`config.mk`:
```
export PLATFORM = sky130hd
export DESIGN_NAME = fetch_pc_unit
export DESIGN_NICKNAME = d
export VERILOG_FILES = /design/src/rtl/fetch_pc_unit.sv
export SDC_FILE = /design/constraint.sdc
export NUM_CORES = 1
export LEC_CHECK = 0
export CAP_MARGIN = 20
export CORE_UTILIZATION = 37
export DETAILED_ROUTE_END_ITERATION = 7
export GPL_TIMING_DRIVEN = 0
export HOLD_SLACK_MARGIN = 0.06
export PLACE_DENSITY = 0.73
export SETUP_SLACK_MARGIN = 0.3
export SYNTH_ARGS = -nofsm -noshare
export SYNTH_HDL_FRONTEND = slang
export SYNTH_SLANG_ARGS = --single-unit
```
`constraint.sdc`:
```
create_clock -name CLK -period 4.79 [get_ports CLK]
set_clock_uncertainty 0.15 [all_clocks]
set_input_delay 0.479 -clock CLK [delete_from_list [all_inputs] [get_ports CLK]]
set_output_delay 0.479 -clock CLK [all_outputs]
set_load 0.005 [all_outputs]
```
`src/rtl/fetch_pc_unit.sv`:
```
// ============================================================================
// Module      : fetch_pc_unit
// Description : Instruction-fetch PC register, next-PC selection and capture
//               of redirects that arrive while a fetch is stalled.
// Revision    : 1.0 - initial release
// ============================================================================
`default_nettype none

module fetch_pc_unit #(
    parameter logic [31:0] PC_INIT = 32'h0000_0000
) (
    input  logic        CLK,
    input  logic        nRST,
    input  logic        pc_en,
    input  logic [1:0]  pc_src,
    input  logic        branch_sel,
    input  logic [31:0] branch_target,
    input  logic [31:0] jump_target,
    input  logic [31:0] jr_target,
    input  logic        ihit,
    input  logic        halt,
    output logic        iREN,
    output logic [31:0] iaddr,
    output logic [31:0] npc,
    output logic        fetch_valid,
    output logic        halted
);

    localparam logic [1:0] c_SRC_NEXT   = 2'd0;
    localparam logic [1:0] c_SRC_BRANCH = 2'd1;
    localparam logic [1:0] c_SRC_JUMP   = 2'd2;
    localparam logic [1:0] c_SRC_JR     = 2'd3;

    typedef enum logic [1:0] {
        BOOT  = 2'd0,
        FETCH = 2'd1,
        HALT  = 2'd2
    } state_t;

    state_t      r_state;
    logic [31:0] r_pc;
    logic        r_pend_v;
    logic [31:0] r_pend_tgt;

    logic        w_redir;
    logic [31:0] w_live_tgt;
    logic        w_advance;
    logic [31:0] w_pc_plus4;

    // Word-aligned targets: low two bits are always dropped.
    always_comb begin
        w_live_tgt = 32'h0;
        w_redir    = 1'b0;
        case (pc_src)
            c_SRC_BRANCH: begin
                w_live_tgt = {branch_target[31:2], 2'b00};
                w_redir    = branch_sel;
            end
            c_SRC_JUMP: begin
                w_live_tgt = {jump_target[31:2], 2'b00};
                w_redir    = 1'b1;
            end
            c_SRC_JR: begin
                w_live_tgt = {jr_target[31:2], 2'b00};
                w_redir    = 1'b1;
            end
            c_SRC_NEXT: begin
                w_live_tgt = 32'h0;
                w_redir    = 1'b0;
            end
            default: begin
                w_live_tgt = 32'h0;
                w_redir    = 1'b0;
            end
        endcase
    end

    assign w_advance  = ihit & pc_en & (r_state == FETCH);
    assign w_pc_plus4 = r_pc + 32'd4;

    assign iaddr       = r_pc;
    assign npc         = w_pc_plus4;
    assign iREN        = (r_state == FETCH);
    assign halted      = (r_state == HALT);
    // A hit on a redirect cycle is wrong-path; IF/ID is flushed alongside.
    assign fetch_valid = w_advance & ~w_redir & ~r_pend_v & ~halt;

    always_ff @(posedge CLK or negedge nRST) begin
        if (!nRST) begin
            r_state    <= BOOT;
            r_pc       <= PC_INIT;
            r_pend_v   <= 1'b0;
            r_pend_tgt <= 32'h0;
        end else begin
            case (r_state)
                BOOT: begin
                    if (halt) begin
                        r_state  <= HALT;
                        r_pend_v <= 1'b0;
                    end else begin
                        r_state <= FETCH;
                    end
                end
                FETCH: begin
                    if (halt) begin
                        r_state  <= HALT;
                        r_pend_v <= 1'b0;
                    end else if (w_advance) begin
                        if (w_redir) begin
                            r_pc     <= w_live_tgt;
                            r_pend_v <= 1'b0;
                        end else if (r_pend_v) begin
                            r_pc     <= r_pend_tgt;
                            r_pend_v <= 1'b0;
                        end else begin
                            r_pc <= w_pc_plus4;
                        end
                    end else if (w_redir) begin
                        // Newest redirect wins while the fetch is stalled.
                        r_pend_tgt <= w_live_tgt;
                        r_pend_v   <= 1'b1;
                    end
                end
                HALT: begin
                    r_state <= HALT;
                end
                default: begin
                    r_state <= BOOT;
                end
            endcase
        end
    end

endmodule

`default_nettype wire

```
### Word level (Yosys, flattened, before mapping)

Index checks and enable logic that the tools add are counted.

* reduce and logical (&&, ||, !) cells: 7
* eq/ne operators: 8
* muxes and demuxes: 12
* bitwise operators: 9
* $add $sub $neg: 1

Operators by type and width (number)
* case mux 32 bit (4 select lines): 1
* 2-to-1 mux 32 bit: 2
* adder 32 x 3 -> 32 bit, second input constant: 1
* equality test 2 bit, second input constant: 3
* case mux 2 bit (3 select lines): 1
* AND reduction 3 bit: 2
* AND 1 bit: 5
* equality test 2 x 1 -> 1 bit, second input constant: 2
* zero test 2 bit: 2
* 2-to-1 mux 1 bit: 4
* 2-to-1 mux 2 bit: 2
* inequality test 2 bit, second input constant: 2
* inequality test 4 x 2 -> 1 bit, second input constant: 1
* NOT 1 bit: 4
* AND reduction 4 bit: 1
* case mux 1 bit (3 select lines): 1
* case mux 1 bit (2 select lines): 1
* nonzero test 2 bit: 1
* OR reduction 2 bit: 1

* logic and storage cells: 41
* flip-flop bits (word level): 67
* output and inout bits: 67
* bits of input ports: 104

### Depth between registers and ports, before layout

* word-level depth: 7
* gate-level depth with buffers: 9
* mapped depth without buffers: 7

### Worst setup path before layout

OpenSTA, ideal clock, no wires.

* kind: register to output
* start point: register r_pc[2] (netlist: iaddr[2])
* end point: output npc[20]
* path buffers: 0
* required time: 4.161 ns
* setup slack: 2.500 ns
* cell stages (with the launch flop): 6
* arrival: 1.661 ns
* cell sequence: dfrtp_1 > ha_1 > nand3_1 > nor4_1 > and3_1 > xor2_1

* longest elaborated chain between the ends: 1

RTL lines
* start: declaration: line 41 `logic [31:0] r_pc;`
* start signal: assignment: line 110 `r_pc <= w_live_tgt;`
* start signal: assignment: line 113 `r_pc <= r_pend_tgt;`
* start signal: assignment: line 116 `r_pc <= w_pc_plus4;`
* adder 32 x 3 -> 32 bit: line 79 `assign w_pc_plus4 = r_pc + 32'd4;`
* end: declaration: line 24 `output logic [31:0] npc,`

No other way between the ends.

### Final worst setup path

* start point: input branch_sel
* end point: output fetch_valid

* longest elaborated chain between the ends: 5

RTL lines
* start: declaration: line 16 `input logic branch_sel,`
* case mux 1 bit (3 select lines): line 54 `case (pc_src)`
* NOT 1 bit: line 86 `assign fetch_valid = w_advance & ~w_redir & ~r_pend_v & ~halt;`
* AND 1 bit (3 in series): line 86
* end: declaration: line 25 `output logic fetch_valid,`

No other way between the ends.

==> flow_metrics.py <==
metrics = {
    "final_layout": {
        "syn_to_final_growth_pct": 45.8,
        "final_cells": 832,
        "multi_input_area_um2": 2640,
        "drive_gt1_frac": 0.0943,
        "seq_area_um2": 1580,
        "nFillCells": 1058,
        "antenna_cells": 0,
        "fin_nets": 794,
    },
    "placement": {
        "dpl_worst_slack_ns": 1.05,
        "io_buffers": 158,
        "dp_hpwl_um": 12000,
        "post-place-cells": 817,
        "gp_congestion": 0.892,
    },
    "pwr": {
        "p_int_mw": 1.74,
        "switching_share": 0.358,
        "power.density_nw_per_um2": 417,
        "pwr-share-clk": 0.221,
        "seq_power_share": 0.359,
        "power.switching_uw": 966,
        "vdd_drop_max_uv": 195,
        "leakagePower_nw": 2.65,
        "p_comb_frac": 0.420,
        "total_power_mw": 2.70,
    },
    "clock_tree": {
        "cts_tree": "done",
        "htree_num_levels": 3,
        "clk_pin_slew_ns": 0.06,
        "clock-root-buffer": "clkbuf_16",
        "ctsResizeCount": 0,
        "clock_sinks": 63,
        "cts_hold_buffers": 0,
        "numCtsBuffers": 9,
        "clockBufferDepth": 2,
        "clkLatencyLatePin_ns": 0.33,
        "cts_post_setup_buffers_inserted": 0,
    },
    "timing": {
        "finalSetupViolations": 0,
        "max_freq_mhz": 262,
        "fin_tns_setup_ns": 0,
        "final.period_utilization": 0.796,
        "finalMaxSlewViolations": 0,
        "fin_crit_ns": 3.81,
        "maxSlewHeadroom": 0.409,
        "tightest_slew_ns": 0.881,
        "rsz0062_at_grt": "false",
        "hold_viol_final": 0,
        "setup_ws_ns": 0.976,
    },
    "synthesis": {
        "synth_flop_cell": "dfrtp_1",
        "synthesis.instances": 513,
        "synth-seq-cells": 63,
        "synth_cell_types": 56,
        "seq_area_frac_synth": 0.355,
        "synth_area_per_cell_um2": 8.66,
        "synth_enable_flop_cells": 0,
        "synth_warnings": 0,
        "async_flop_share": 1.00,
        "synth_area_um2": 4440,
    },
    "worst_setup_path": {
        "critPathArrivalTime_ns": 3.18,
        "cp_num_buf_inv": 4,
        "crit_path_start_kind": "input pin",
        "cpPeakStageDelay_ns": 0.80,
        "worst_path_dominant_cell_family": "buffers and inverters",
        "critPathCaptureType": "output port",
        "crit_cells": 6,
        "worstPathMaxFanout": 10,
        "cp_common_cell": "clkdlybuf4s50_1",
        "crit_required_ns": 4.16,
        "cpMaxStageDelayCell": "a211oi_1",
        "reg2reg_depth": 8,
        "worstPathCellList": "clkdlybuf4s50_1, a211oi_1, nand2_1, clkbuf_1, inv_1, clkdlybuf4s50_1",
        "worstSetupPathType": "input pin to output port",
    },
    "global_route": {
        "grt_max_degree": 64,
        "grt.overflow.total": 0,
        "antenna_found_initial": 0,
        "grt_pass1_wl_um": 25400,
        "grt_pass1_vias": 4824,
        "gr-usage-all-layers": 0.263,
    },
    "floorplanning": {
        "dieArea_um2": 12500,
        "fp-row-count": 39,
        "core_um2": 11600,
        "initial_core_util": 0.384,
        "die_h_um": 112,
        "io_pins": 171,
        "die-width_um": 112,
    },
    "run": {
        "drv_cap": 0,
    },
    "route": {
        "wl_um": 16000,
        "drtPass1Iterations": 8,
        "drc": 10,
        "drt_iter0_drc": 450,
        "via_per_inst": 5.90,
        "antenna_left": 0,
        "via_count": 4905,
        "wl_per_cell_um": 19.3,
    },
    "worst_hold_path": {
        "hold_class": "input pin to async pin",
    },
    "run_status": {
        "status": "finished, violations left",
        "violations": "DRC",
    },
}
cells in the final DEF (no fill, tap or decap), drive strengths merged, types with 2 or more instances in the layout:
| cell | synthesis | routed |
|---|---|---|
| a211oi | 6 | 6 |
| o21ai | 61 | 61 |
| nor4 | 5 | 5 |
| nor3 | 4 | 4 |
| nor3b | 2 | 2 |
| nand3 | 15 | 15 |
| clkdlybuf4s50 | 0 | 157 |
| xor2 | 12 | 12 |
| conb | 1 | 4 |
| and3 | 9 | 9 |
| a221o | 3 | 3 |
| and4 | 3 | 3 |
| clkbuf | 31 | 42 |
| a31oi | 10 | 10 |
| a41oi | 2 | 2 |
| ha | 5 | 5 |
| o21a | 3 | 3 |
| buf | 15 | 16 |
| mux2i | 5 | 5 |
| nand4 | 4 | 4 |
| o2bb2ai | 4 | 4 |
| nand2b | 3 | 3 |
| a22oi | 32 | 32 |
| o211ai | 5 | 5 |
| a2bb2oi | 2 | 2 |
| a21o | 3 | 3 |
| dfrtp | 63 | 63 |
| o221ai | 2 | 2 |
| nand3b | 2 | 2 |
| mux2 | 29 | 29 |
| inv | 10 | 10 |
| clkinv | 0 | 3 |
| a311oi | 3 | 3 |
| a21oi | 30 | 30 |
| nor2b | 3 | 3 |
| and2 | 5 | 5 |
| nor2 | 19 | 19 |
| o311ai | 9 | 9 |
| xnor2 | 16 | 16 |
| nand2 | 69 | 69 |
Yosys cell counts, types with 4 or more instances:
cell        n  area [µm²]
dfrtp_1    63        1580
a211oi_1    6        45.0
a22oi_1    32         240
xor2_1     12         105
o21ai_0    59         295
buf_1       4        15.0
o211ai_1    5        37.5
mux2i_1     5        50.1
a21oi_1    30         150
buf_4       5        37.5
xnor2_1    16         140
inv_1      10        37.5
and2_1      5        31.3
o311ai_0    5        43.8
a31oi_1    10        62.6
clkbuf_1   31         116
o311ai_1    4        35.0
mux2_2     29         327
o2bb2ai_1   4        35.0
nor2_1     19        71.3
ha_1        5        62.6
nand2_1    69         259
and3_1      9        56.3
nand3_1    12        60.1
buf_2       5        25.0
layout make-up:
class                      instances  area share
buffer                            46      0.0317
clock buffer                      11      0.0375
clock inverter                     4     0.00348
inverter                          10     0.00579
multi-input combinational        397       0.407
sequential                        63       0.243
tap                              143      0.0276
timing repair buffer             158       0.244
state kept, by name, summed over array words and instances (netlist names):
| signal | flops |
|---|---|
| iaddr | 30 |
| r_pend_tgt | 30 |
| r_state | 2 |
| r_pend_v | 1 |
kinds of logic after synthesis:
group | synth area share
buffers and inverters | 0.0546
XOR/XNOR | 0.0552
AND/OR/NAND/NOR | 0.177
flip-flops | 0.355
AO/OA/AOI/OAI | 0.259
adder cells (fa/ha/maj) | 0.0141
multiplexers | 0.0848
other | 0.000844
final timing paths:
| path | startpoint | to | slack [ns] |
|---|---|---|---|
| max in group asynchronous | nRST | r_pend_tgt[12] | 3.85 |
| setup reg to reg | r_state[1] | iaddr[13] | 2.17 |
| hold reg to reg | r_pend_tgt[23] | r_pend_tgt[23] | 0.33 |
| setup / recovery | branch_sel | fetch_valid | 0.98 |
| min in group CLK | r_pend_tgt[23] | r_pend_tgt[23] | 0.33 |
| hold / removal | nRST | iaddr[26] | 0.08 |
power groups by stage:
stage	clock network [mW]	logic [mW]	registers, mW
final	0.598	1.13	0.969
after CTS	0.599	1.13	0.963
after global routing	0.624	1.24	1.00
after global placement	0	1.09	0.952
after floorplan	0	0.523	0.923
after detailed placement	0	1.12	0.968
per-stage QoR:
stage,instance area [µm²],util,hold slack [ns]
final,6480,0.560,0.0839
after global routing,6480,0.560,0.157
after CTS,6480,0.560,0.130
after detailed placement,6210,0.537,0.321
after global placement,6210,0.537,0.305
after floorplan,4450,-,0.0334
metal layers:
layer / vias to the layer above / global-route usage / wire [µm]
met5: - / 0 / 0
met4: 0 / 0.114 / 509
met3: 39 / 0.0642 / 1410
met2: 277 / 0.433 / 7670
met1: 2361 / 0.327 / 6450
li1: 2228 / - / -
(Power assumes the default switching activity.)
